## config.mk

```make
export PLATFORM = sky130hd
export DESIGN_NAME = hlpte_block_scheduler_flat
export DESIGN_NICKNAME = d
export VERILOG_FILES = /design/src/rtl/hlpte_block_scheduler_if.sv /design/src/rtl/hlpte_block_scheduler.sv /design/src/flat_wrapper.sv
export SDC_FILE = /design/constraint.sdc
export NUM_CORES = 1
export LEC_CHECK = 0
export BUFFER_PORTS_ARGS = -buffer_cell sky130_fd_sc_hd__buf_2
export CORE_MARGIN = 2
export CORE_UTILIZATION = 55
export DETAILED_ROUTE_END_ITERATION = 16
export PLACE_DENSITY_LB_ADDON = 0.05
export SLEW_MARGIN = 5
export SYNTH_ARGS = -nofsm -noshare
export SYNTH_HDL_FRONTEND = slang
export SYNTH_SLANG_ARGS = --single-unit
```

## constraint.sdc

```tcl
create_clock -name clk -period 3.87 [get_ports clk]
set_input_delay 0.774 -clock clk [delete_from_list [all_inputs] [get_ports clk]]
set_output_delay 0.774 -clock clk [all_outputs]
set_load 0.05 [all_outputs]
```

## src/rtl/hlpte_block_scheduler_if.sv

```systemverilog
// Bus bundle between the HLPTE block scheduler and its environment.
// master = scheduler side, slave = host/datapath/buffer side.
interface hlpte_block_scheduler_if;
  // load and parameter inputs
  logic        in_valid_data;
  logic        in_valid_param;
  logic [3:0]  index;
  logic        mode;
  logic [4:0]  QP;
  // frame-buffer write port
  logic        fb_we;
  logic [13:0] fb_waddr;
  // datapath command channel
  logic        dp_start;
  logic [3:0]  dp_frame;
  logic [1:0]  dp_blk;
  logic        dp_mode;
  logic [4:0]  dp_qp;
  logic        dp_done;
  // output-buffer read stream
  logic        ob_rd_en;
  logic [9:0]  ob_raddr;
  logic        out_valid;
  // status
  logic        busy;
  logic        err_timeout;
  logic        err_proto;

  modport master (
    input  in_valid_data, in_valid_param, index, mode, QP, dp_done,
    output fb_we, fb_waddr, dp_start, dp_frame, dp_blk, dp_mode, dp_qp,
    output ob_rd_en, ob_raddr, out_valid, busy, err_timeout, err_proto
  );

  modport slave (
    output in_valid_data, in_valid_param, index, mode, QP, dp_done,
    input  fb_we, fb_waddr, dp_start, dp_frame, dp_blk, dp_mode, dp_qp,
    input  ob_rd_en, ob_raddr, out_valid, busy, err_timeout, err_proto
  );
endinterface

```

## src/rtl/hlpte_block_scheduler.sv

```systemverilog
// HLPTE block scheduler: frame-buffer write addressing, parameter burst
// capture, one datapath command per quadrant and a 1024-entry result drain.
module hlpte_block_scheduler #(
  parameter int DP_TIMEOUT = 4096
) (
  input logic                     clk,
  input logic                     rst,
  hlpte_block_scheduler_if.master bus
);

  localparam int FRAME_PIX = 1024;
  localparam int NUM_BLK   = 4;
  localparam int WAIT_W    = $clog2(DP_TIMEOUT);

  localparam logic [9:0]        LAST_RADDR = 10'(FRAME_PIX - 1);
  localparam logic [1:0]        LAST_BLK   = 2'(NUM_BLK - 1);
  localparam logic [WAIT_W-1:0] WAIT_LAST  = WAIT_W'(DP_TIMEOUT - 1);

  typedef enum logic [2:0] {IDLE, LOAD, ISSUE, WAIT, DRAIN} state_t;

  state_t              state_r;
  logic [13:0]         pix_cnt_r;
  logic [3:0]          index_r;
  logic [3:0]          mode_r;
  logic [4:0]          qp_r;
  logic [1:0]          bit_cnt_r;
  logic [1:0]          blk_r;
  logic [WAIT_W-1:0]   wait_cnt_r;

  logic [1:0]          bit_pos_s;
  logic [1:0]          nxt_blk_s;
  logic                nxt_mode_s;

  // Mode bits arrive MSB first; quadrant n uses mode_r[3-n].
  always_comb begin
    bit_pos_s  = 2'd3 - bit_cnt_r;
    nxt_blk_s  = blk_r + 2'd1;
    nxt_mode_s = mode_r[2'd3 - nxt_blk_s];
  end

  // Pixel load path: free-running write address, independent of the FSM.
  always_ff @(posedge clk) begin
    if (rst) begin
      pix_cnt_r    <= 14'd0;
      bus.fb_we    <= 1'b0;
      bus.fb_waddr <= 14'd0;
    end else begin
      bus.fb_we <= bus.in_valid_data;
      if (bus.in_valid_data) begin
        bus.fb_waddr <= pix_cnt_r;
        pix_cnt_r    <= pix_cnt_r + 14'd1;
      end else begin
        pix_cnt_r    <= pix_cnt_r;
      end
    end
  end

  // Control FSM with all command, stream and status outputs registered.
  always_ff @(posedge clk) begin
    if (rst) begin
      state_r         <= IDLE;
      index_r         <= 4'd0;
      mode_r          <= 4'd0;
      qp_r            <= 5'd0;
      bit_cnt_r       <= 2'd0;
      blk_r           <= 2'd0;
      wait_cnt_r      <= '0;
      bus.dp_start    <= 1'b0;
      bus.dp_frame    <= 4'd0;
      bus.dp_blk      <= 2'd0;
      bus.dp_mode     <= 1'b0;
      bus.dp_qp       <= 5'd0;
      bus.ob_rd_en    <= 1'b0;
      bus.ob_raddr    <= 10'd0;
      bus.out_valid   <= 1'b0;
      bus.busy        <= 1'b0;
      bus.err_timeout <= 1'b0;
      bus.err_proto   <= 1'b0;
    end else begin
      bus.dp_start    <= 1'b0;
      bus.err_timeout <= 1'b0;
      bus.err_proto   <= 1'b0;
      bus.out_valid   <= bus.ob_rd_en;
      case (state_r)
        IDLE: begin
          if (bus.in_valid_param) begin
            index_r   <= bus.index;
            qp_r      <= bus.QP;
            mode_r[3] <= bus.mode;
            bit_cnt_r <= 2'd1;
            state_r   <= LOAD;
            bus.busy  <= 1'b1;
          end
        end
        LOAD: begin
          if (bus.in_valid_param) begin
            mode_r[bit_pos_s] <= bus.mode;
            bit_cnt_r         <= bit_cnt_r + 2'd1;
            if (bit_cnt_r == 2'd3) begin
              // quadrant 0 command goes out the cycle after the last burst beat
              state_r      <= ISSUE;
              blk_r        <= 2'd0;
              bus.dp_start <= 1'b1;
              bus.dp_frame <= index_r;
              bus.dp_blk   <= 2'd0;
              bus.dp_mode  <= mode_r[3];
              bus.dp_qp    <= qp_r;
            end
          end else begin
            bus.err_proto <= 1'b1;
            state_r       <= IDLE;
            bus.busy      <= 1'b0;
          end
        end
        ISSUE: begin
          // dp_done seen during the strobe cycle is deliberately dropped
          wait_cnt_r <= '0;
          state_r    <= WAIT;
        end
        WAIT: begin
          if (bus.dp_done) begin
            if (blk_r == LAST_BLK) begin
              state_r      <= DRAIN;
              bus.ob_rd_en <= 1'b1;
              bus.ob_raddr <= 10'd0;
            end else begin
              blk_r        <= nxt_blk_s;
              state_r      <= ISSUE;
              bus.dp_start <= 1'b1;
              bus.dp_blk   <= nxt_blk_s;
              bus.dp_mode  <= nxt_mode_s;
            end
          end else if (wait_cnt_r == WAIT_LAST) begin
            bus.err_timeout <= 1'b1;
            state_r         <= IDLE;
            bus.busy        <= 1'b0;
          end else begin
            wait_cnt_r <= wait_cnt_r + 1'b1;
          end
        end
        DRAIN: begin
          // one tail cycle with rd_en low keeps busy up while the last out_valid is high
          if (bus.ob_rd_en) begin
            if (bus.ob_raddr == LAST_RADDR) begin
              bus.ob_rd_en <= 1'b0;
            end else begin
              bus.ob_raddr <= bus.ob_raddr + 10'd1;
            end
          end else begin
            state_r  <= IDLE;
            bus.busy <= 1'b0;
          end
        end
        default: begin
          state_r      <= IDLE;
          bus.busy     <= 1'b0;
          bus.ob_rd_en <= 1'b0;
        end
      endcase
    end
  end

endmodule

```

## src/flat_wrapper.sv

```systemverilog
// flat-port wrapper written by rule: the top's interface ports become plain ports
module hlpte_block_scheduler_flat 
#(
  parameter int DP_TIMEOUT = 4096
)
  (clk, rst, bus_in_valid_data, bus_in_valid_param, bus_index, bus_mode, bus_QP, bus_dp_done, bus_fb_we, bus_fb_waddr, bus_dp_start, bus_dp_frame, bus_dp_blk, bus_dp_mode, bus_dp_qp, bus_ob_rd_en, bus_ob_raddr, bus_out_valid, bus_busy, bus_err_timeout, bus_err_proto);
  hlpte_block_scheduler_if bus_i ();
  input logic clk;
  input logic rst;
  input wire logic [$bits(bus_i.in_valid_data)-1:0] bus_in_valid_data;
  input wire logic [$bits(bus_i.in_valid_param)-1:0] bus_in_valid_param;
  input wire logic [$bits(bus_i.index)-1:0] bus_index;
  input wire logic [$bits(bus_i.mode)-1:0] bus_mode;
  input wire logic [$bits(bus_i.QP)-1:0] bus_QP;
  input wire logic [$bits(bus_i.dp_done)-1:0] bus_dp_done;
  output wire logic [$bits(bus_i.fb_we)-1:0] bus_fb_we;
  output wire logic [$bits(bus_i.fb_waddr)-1:0] bus_fb_waddr;
  output wire logic [$bits(bus_i.dp_start)-1:0] bus_dp_start;
  output wire logic [$bits(bus_i.dp_frame)-1:0] bus_dp_frame;
  output wire logic [$bits(bus_i.dp_blk)-1:0] bus_dp_blk;
  output wire logic [$bits(bus_i.dp_mode)-1:0] bus_dp_mode;
  output wire logic [$bits(bus_i.dp_qp)-1:0] bus_dp_qp;
  output wire logic [$bits(bus_i.ob_rd_en)-1:0] bus_ob_rd_en;
  output wire logic [$bits(bus_i.ob_raddr)-1:0] bus_ob_raddr;
  output wire logic [$bits(bus_i.out_valid)-1:0] bus_out_valid;
  output wire logic [$bits(bus_i.busy)-1:0] bus_busy;
  output wire logic [$bits(bus_i.err_timeout)-1:0] bus_err_timeout;
  output wire logic [$bits(bus_i.err_proto)-1:0] bus_err_proto;
  assign bus_i.in_valid_data = bus_in_valid_data;
  assign bus_i.in_valid_param = bus_in_valid_param;
  assign bus_i.index = bus_index;
  assign bus_i.mode = bus_mode;
  assign bus_i.QP = bus_QP;
  assign bus_i.dp_done = bus_dp_done;
  assign bus_fb_we = bus_i.fb_we;
  assign bus_fb_waddr = bus_i.fb_waddr;
  assign bus_dp_start = bus_i.dp_start;
  assign bus_dp_frame = bus_i.dp_frame;
  assign bus_dp_blk = bus_i.dp_blk;
  assign bus_dp_mode = bus_i.dp_mode;
  assign bus_dp_qp = bus_i.dp_qp;
  assign bus_ob_rd_en = bus_i.ob_rd_en;
  assign bus_ob_raddr = bus_i.ob_raddr;
  assign bus_out_valid = bus_i.out_valid;
  assign bus_busy = bus_i.busy;
  assign bus_err_timeout = bus_i.err_timeout;
  assign bus_err_proto = bus_i.err_proto;
  hlpte_block_scheduler #(.DP_TIMEOUT(DP_TIMEOUT)) u_core (.clk(clk), .rst(rst), .bus(bus_i));
endmodule
```

==> metrics.txt <==
# TYPE chip_impl_metric gauge
chip_impl_metric{name="placement.cell_area",unit="sq mm"} 0.00420
chip_impl_metric{name="syn_area",unit="sq mm"} 0.00389
chip_impl_metric{name="cts.htree.levels",unit=""} 3
chip_impl_metric{name="antenna_cells",unit=""} 0
chip_impl_metric{name="seq_area_frac_synth",unit="%"} 44.7
chip_impl_metric{name="gr-usage-met2",unit="%"} 32.5
chip_impl_info{name="global_route.peak_usage_layer",value="met2"} 1
chip_impl_metric{name="max_cap_check_violation_count",unit=""} 0
chip_impl_metric{name="growth_of_design_area_from_synthesis_to_finish",unit="%"} 12.8
chip_impl_info{name="synth.area.top_cells",value="sky130_fd_sc_hd__dfxtp_1 (45%), sky130_fd_sc_hd__a21oi_1 (5.7%), sky130_fd_sc_hd__nand3_1 (5.1%)"} 1
chip_impl_metric{name="leak",unit="nW"} 1.64
chip_impl_metric{name="antenna_left",unit=""} 0
chip_impl_metric{name="instances_no_fill",unit=""} 595
chip_impl_metric{name="postCtsResizedCells",unit=""} 0
chip_impl_metric{name="timing.setup.tns",unit="ns"} 0
chip_impl_metric{name="post_synth_cell_types",unit=""} 52
chip_impl_metric{name="floorplan.die_area",unit="sq mm"} 0.00777
chip_impl_metric{name="postSynthNetCount",unit=""} 477
chip_impl_metric{name="synth_top_cell_area_share",unit="%"} 44.7
chip_impl_metric{name="grt_max_degree",unit=""} 42
chip_impl_metric{name="first_global_vias",unit=""} 2872
chip_impl_metric{name="globalRouteMet3Util",unit="%"} 3.86
chip_impl_metric{name="die_height",unit="microns"} 88.1
chip_impl_metric{name="layout.cell_area.non_filler",unit="sq mm"} 0.00439
chip_impl_metric{name="globalRoute.totalOverflow",unit=""} 0
chip_impl_info{name="synth_area_leader_cell",value="sky130_fd_sc_hd__dfxtp_1"} 1
chip_impl_metric{name="clkLatencyLatePin",unit="ns"} 0.35
chip_impl_metric{name="antenna_found_initial",unit=""} 0
chip_impl_metric{name="wirelength",unit="mm"} 8.25
chip_impl_metric{name="numPortBuffers",unit=""} 57
chip_impl_metric{name="initial_utilization",unit="%"} 57.0
chip_impl_metric{name="dp_cells",unit=""} 580
chip_impl_metric{name="layout_worst_path_cycle_share",unit="%"} 55.4
chip_impl_metric{name="drive_above_1_share",unit="%"} 16.4
chip_impl_metric{name="worst_ir_drop_vdd",unit="V"} 0.000213
chip_impl_metric{name="clkTransAtPathRegs",unit="ns"} 0.08
chip_impl_info{name="synth_top_flop_cell",value="sky130_fd_sc_hd__dfxtp_1"} 1
chip_impl_metric{name="cp_data_required_time",unit="ns"} 4.14
chip_impl_metric{name="ys_warn_count",unit=""} 0
chip_impl_metric{name="achievable-frequency",unit="MHz"} 466
chip_impl_info{name="clock_tree_from_tritoncts",value="done"} 1
chip_impl_metric{name="per_instance_average_area_after_synthesis",unit="sq um"} 8.58
chip_impl_metric{name="period_needed",unit="ns"} 2.14
chip_impl_metric{name="worstPathMaxFanout",unit=""} 18
chip_impl_metric{name="r2r_setup_slack",unit="ns"} 1.73
chip_impl_metric{name="dr.first_iter.drc_count",unit=""} 176
chip_impl_metric{name="post_cts_buffers",unit=""} 0
chip_impl_metric{name="layout.filler_cells",unit=""} 634
chip_impl_info{name="outcome",value="complete, no violations"} 1
chip_impl_metric{name="async_reset_ff_share",unit="%"} 0
chip_impl_info{name="startpoint_class_of_the_critical_path",value="flop"} 1
chip_impl_metric{name="clock_tree_buf_depth",unit=""} 2
chip_impl_metric{name="relSlewSlack",unit="%"} 49.2
chip_impl_metric{name="gp_congestion",unit=""} 0.854
chip_impl_metric{name="hold_buffers",unit=""} 0
chip_impl_metric{name="use_met1",unit="%"} 30.8
chip_impl_info{name="grt_setup_unrepaired",value="no"} 1
chip_impl_metric{name="power-per-cell-area",unit="mW/mm^2"} 372
chip_impl_metric{name="std_cell_rows",unit=""} 30
chip_impl_metric{name="place_hpwl",unit="mm"} 5.46
chip_impl_metric{name="hold_violations",unit=""} 0
chip_impl_metric{name="ff_latch_area",unit="sq mm"} 0.00174
chip_impl_metric{name="multiInputGateArea",unit="sq mm"} 0.00202
chip_impl_metric{name="dr.pass1.iters",unit=""} 4
chip_impl_metric{name="numClockSinks",unit=""} 87
chip_impl_metric{name="grt.total_usage",unit="%"} 21.6
chip_impl_info{name="hp-class",value="reg -> reg"} 1
chip_impl_metric{name="pin_count",unit=""} 58
chip_impl_metric{name="flops_latches_synth",unit=""} 87
chip_impl_metric{name="numCtsBuffers",unit=""} 9
chip_impl_metric{name="max_slew.worst_pin.slew",unit="ns"} 0.757
chip_impl_metric{name="via_count",unit=""} 3395
chip_impl_metric{name="synth-edff-count",unit=""} 0
chip_impl_metric{name="post-route-drc-count",unit=""} 0
chip_impl_metric{name="nets",unit=""} 518
chip_impl_metric{name="syn_inst",unit=""} 454
chip_impl_metric{name="fp.dieW",unit="microns"} 88.1
chip_impl_metric{name="fin_worst_skew",unit="ns"} 0.00894
chip_impl_metric{name="worst-endpoint-arrival",unit="ns"} 2.42
chip_impl_info{name="endpoint_kind",value="flop"} 1
chip_impl_info{name="critical_path_class",value="reg -> reg"} 1
chip_impl_metric{name="vias_per_cell",unit=""} 5.71
chip_impl_metric{name="mean_routed_wirelength_per_cell",unit="microns"} 13.9
chip_impl_info{name="clk_root_buffer_cell",value="sky130_fd_sc_hd__clkbuf_8"} 1
chip_impl_metric{name="slew_violations",unit=""} 0
chip_impl_metric{name="wire_length_of_the_first_global_routing_pass",unit="mm"} 13.5
chip_impl_metric{name="core-area",unit="sq mm"} 0.00683
chip_impl_metric{name="setup-violations-final",unit=""} 0
-- flip-flops by register name, indices dropped and copies added, names as in the netlist --
signal and count:
u_core.wait_cnt_r 12, u_core.bus.dp_qp 5, u_core.qp_r 5, u_core.bus.fb_we 1
u_core.bus.dp_frame 4, u_core.index_r 4, u_core.bus.busy 1, u_core.bus.fb_waddr 14
u_core.bus.dp_mode 1, u_core.pix_cnt_r 14, u_core.bus.err_timeout 1, u_core.blk_r 2
u_core.state_r 3, u_core.bus.ob_rd_en 1, u_core.bus.err_proto 1, u_core.mode_r 4
u_core.bus.dp_start 1, u_core.bit_cnt_r 2, u_core.bus.out_valid 1, u_core.bus.ob_raddr 10
-- kinds of logic (layout without fill, tap and decap cells) --
| kind of cell | count (synthesis) | in the layout | synth area share, % |
|---|---|---|---|
| fa+ha+maj | 8 | 8 | 2.57 |
| mux | 18 | 18 | 4.63 |
| compound gates | 98 | 98 | 15.9 |
| flops | 87 | 87 | 44.7 |
| simple gates | 197 | 197 | 26.5 |
| xor+xnor | 8 | 8 | 1.80 |
| buf+inv | 38 | 83 | 3.86 |
-- synth_stat cells, types with 6 or more instances --
cell type	number
sky130_fd_sc_hd__o31ai_1	8
sky130_fd_sc_hd__dfxtp_1	87
sky130_fd_sc_hd__nand4_1	10
sky130_fd_sc_hd__ha_1	8
sky130_fd_sc_hd__or3_1	6
sky130_fd_sc_hd__inv_1	9
sky130_fd_sc_hd__clkbuf_1	21
sky130_fd_sc_hd__o21ai_0	9
sky130_fd_sc_hd__a311oi_1	6
sky130_fd_sc_hd__or4_1	10
sky130_fd_sc_hd__a31oi_1	8
sky130_fd_sc_hd__nor2_1	35
sky130_fd_sc_hd__nand2_1	50
sky130_fd_sc_hd__nand2b_1	7
sky130_fd_sc_hd__a21oi_1	44
sky130_fd_sc_hd__nand3_1	40
sky130_fd_sc_hd__mux2i_1	18
sky130_fd_sc_hd__buf_2	6
-- power by group --
part / switching, mW / total (mW) / internal [mW]
Combinational: 0.0698 / 0.107 / 0.0373
Sequential: 0.0163 / 0.927 / 0.910
Clock: 0.307 / 0.600 / 0.293
-- final timing paths --
check,startpoint,end,cells after the start
max,u_core.state_r[2]$_SDFFE_PP0P_,u_core.bus.ob_raddr[3]$_SDFFE_PP0P_,4
max reg2reg,u_core.state_r[2]$_SDFFE_PP0P_,u_core.bus.ob_raddr[3]$_SDFFE_PP0P_,4
min reg2reg,u_core.bus.dp_frame[2]$_SDFFE_PP0P_,u_core.bus.dp_frame[2]$_SDFFE_PP0P_,2
min,u_core.bus.dp_frame[2]$_SDFFE_PP0P_,u_core.bus.dp_frame[2]$_SDFFE_PP0P_,2
-- routing by layer --
layer	vias to the layer above	share of wire (%)
li1	1733	-
met1	1567	48
met2	82	45
met3	13	4.8
met4	0	1.6
met5	-	0
-- critical path, cell delays in order, from the launching register on --
cell                        delay, ns
sky130_fd_sc_hd__dfxtp_1         0.65
sky130_fd_sc_hd__nand4bb_1       0.40
sky130_fd_sc_hd__a41o_1          0.45
sky130_fd_sc_hd__or3_1           0.38
sky130_fd_sc_hd__a31oi_1         0.19
-- area by class of cell --
cell class                 instances  share of cell area (%)
timing repair buffer              59                    6.84
multi-input combinational        329                    45.9
inverter                           9                   0.769
sequential                        87                    39.7
tap                               96                    2.74
clock inverter                     4                    1.08
clock buffer                      11                    2.99
-- cell usage in the layout, fill, tap and decap left out, types with 2 or more instances in the layout --
master	instances
sky130_fd_sc_hd__ha_1	8
sky130_fd_sc_hd__and4_1	4
sky130_fd_sc_hd__xor2_1	3
sky130_fd_sc_hd__buf_4	2
sky130_fd_sc_hd__nand2b_1	7
sky130_fd_sc_hd__nor2b_1	5
sky130_fd_sc_hd__nor3_1	5
sky130_fd_sc_hd__nand3b_1	5
sky130_fd_sc_hd__a21o_1	2
sky130_fd_sc_hd__and2_1	2
sky130_fd_sc_hd__o21ai_0	9
sky130_fd_sc_hd__xnor2_1	5
sky130_fd_sc_hd__o211ai_1	2
sky130_fd_sc_hd__o21a_1	2
sky130_fd_sc_hd__or3_1	6
sky130_fd_sc_hd__clkinv_2	2
sky130_fd_sc_hd__mux2i_1	18
sky130_fd_sc_hd__a31oi_1	8
sky130_fd_sc_hd__nor4_1	4
sky130_fd_sc_hd__a311oi_1	6
sky130_fd_sc_hd__a211oi_1	4
sky130_fd_sc_hd__nand3_1	40
sky130_fd_sc_hd__o21ba_2	2
sky130_fd_sc_hd__clkbuf_1	2
sky130_fd_sc_hd__a41o_1	2
sky130_fd_sc_hd__nand2_1	50
sky130_fd_sc_hd__a21oi_1	44
sky130_fd_sc_hd__nor2_1	35
sky130_fd_sc_hd__buf_2	57
sky130_fd_sc_hd__dfxtp_1	87
sky130_fd_sc_hd__or2_2	2
sky130_fd_sc_hd__and3_1	3
sky130_fd_sc_hd__nand4_1	10
sky130_fd_sc_hd__clkbuf_8	9
sky130_fd_sc_hd__or4_1	10
sky130_fd_sc_hd__o31a_1	2
sky130_fd_sc_hd__o31ai_1	8
sky130_fd_sc_hd__inv_1	9
-- metrics by stage --
stage	total power, mW	utilization [%]	hold slack [ns]	worst slack [ns]
5_1_grt	1.70	64.3	0.477	1.58
4_1_cts	1.65	64.2	0.455	1.49
3_3_place_gp	1.05	61.5	0.442	1.57
3_5_place_dp	1.05	61.5	0.443	1.50
2_1_floorplan	1.03	-	0.436	1.85
6_report	1.63	64.3	0.452	1.73
No activity file was read; power rests on OpenSTA's default activity.
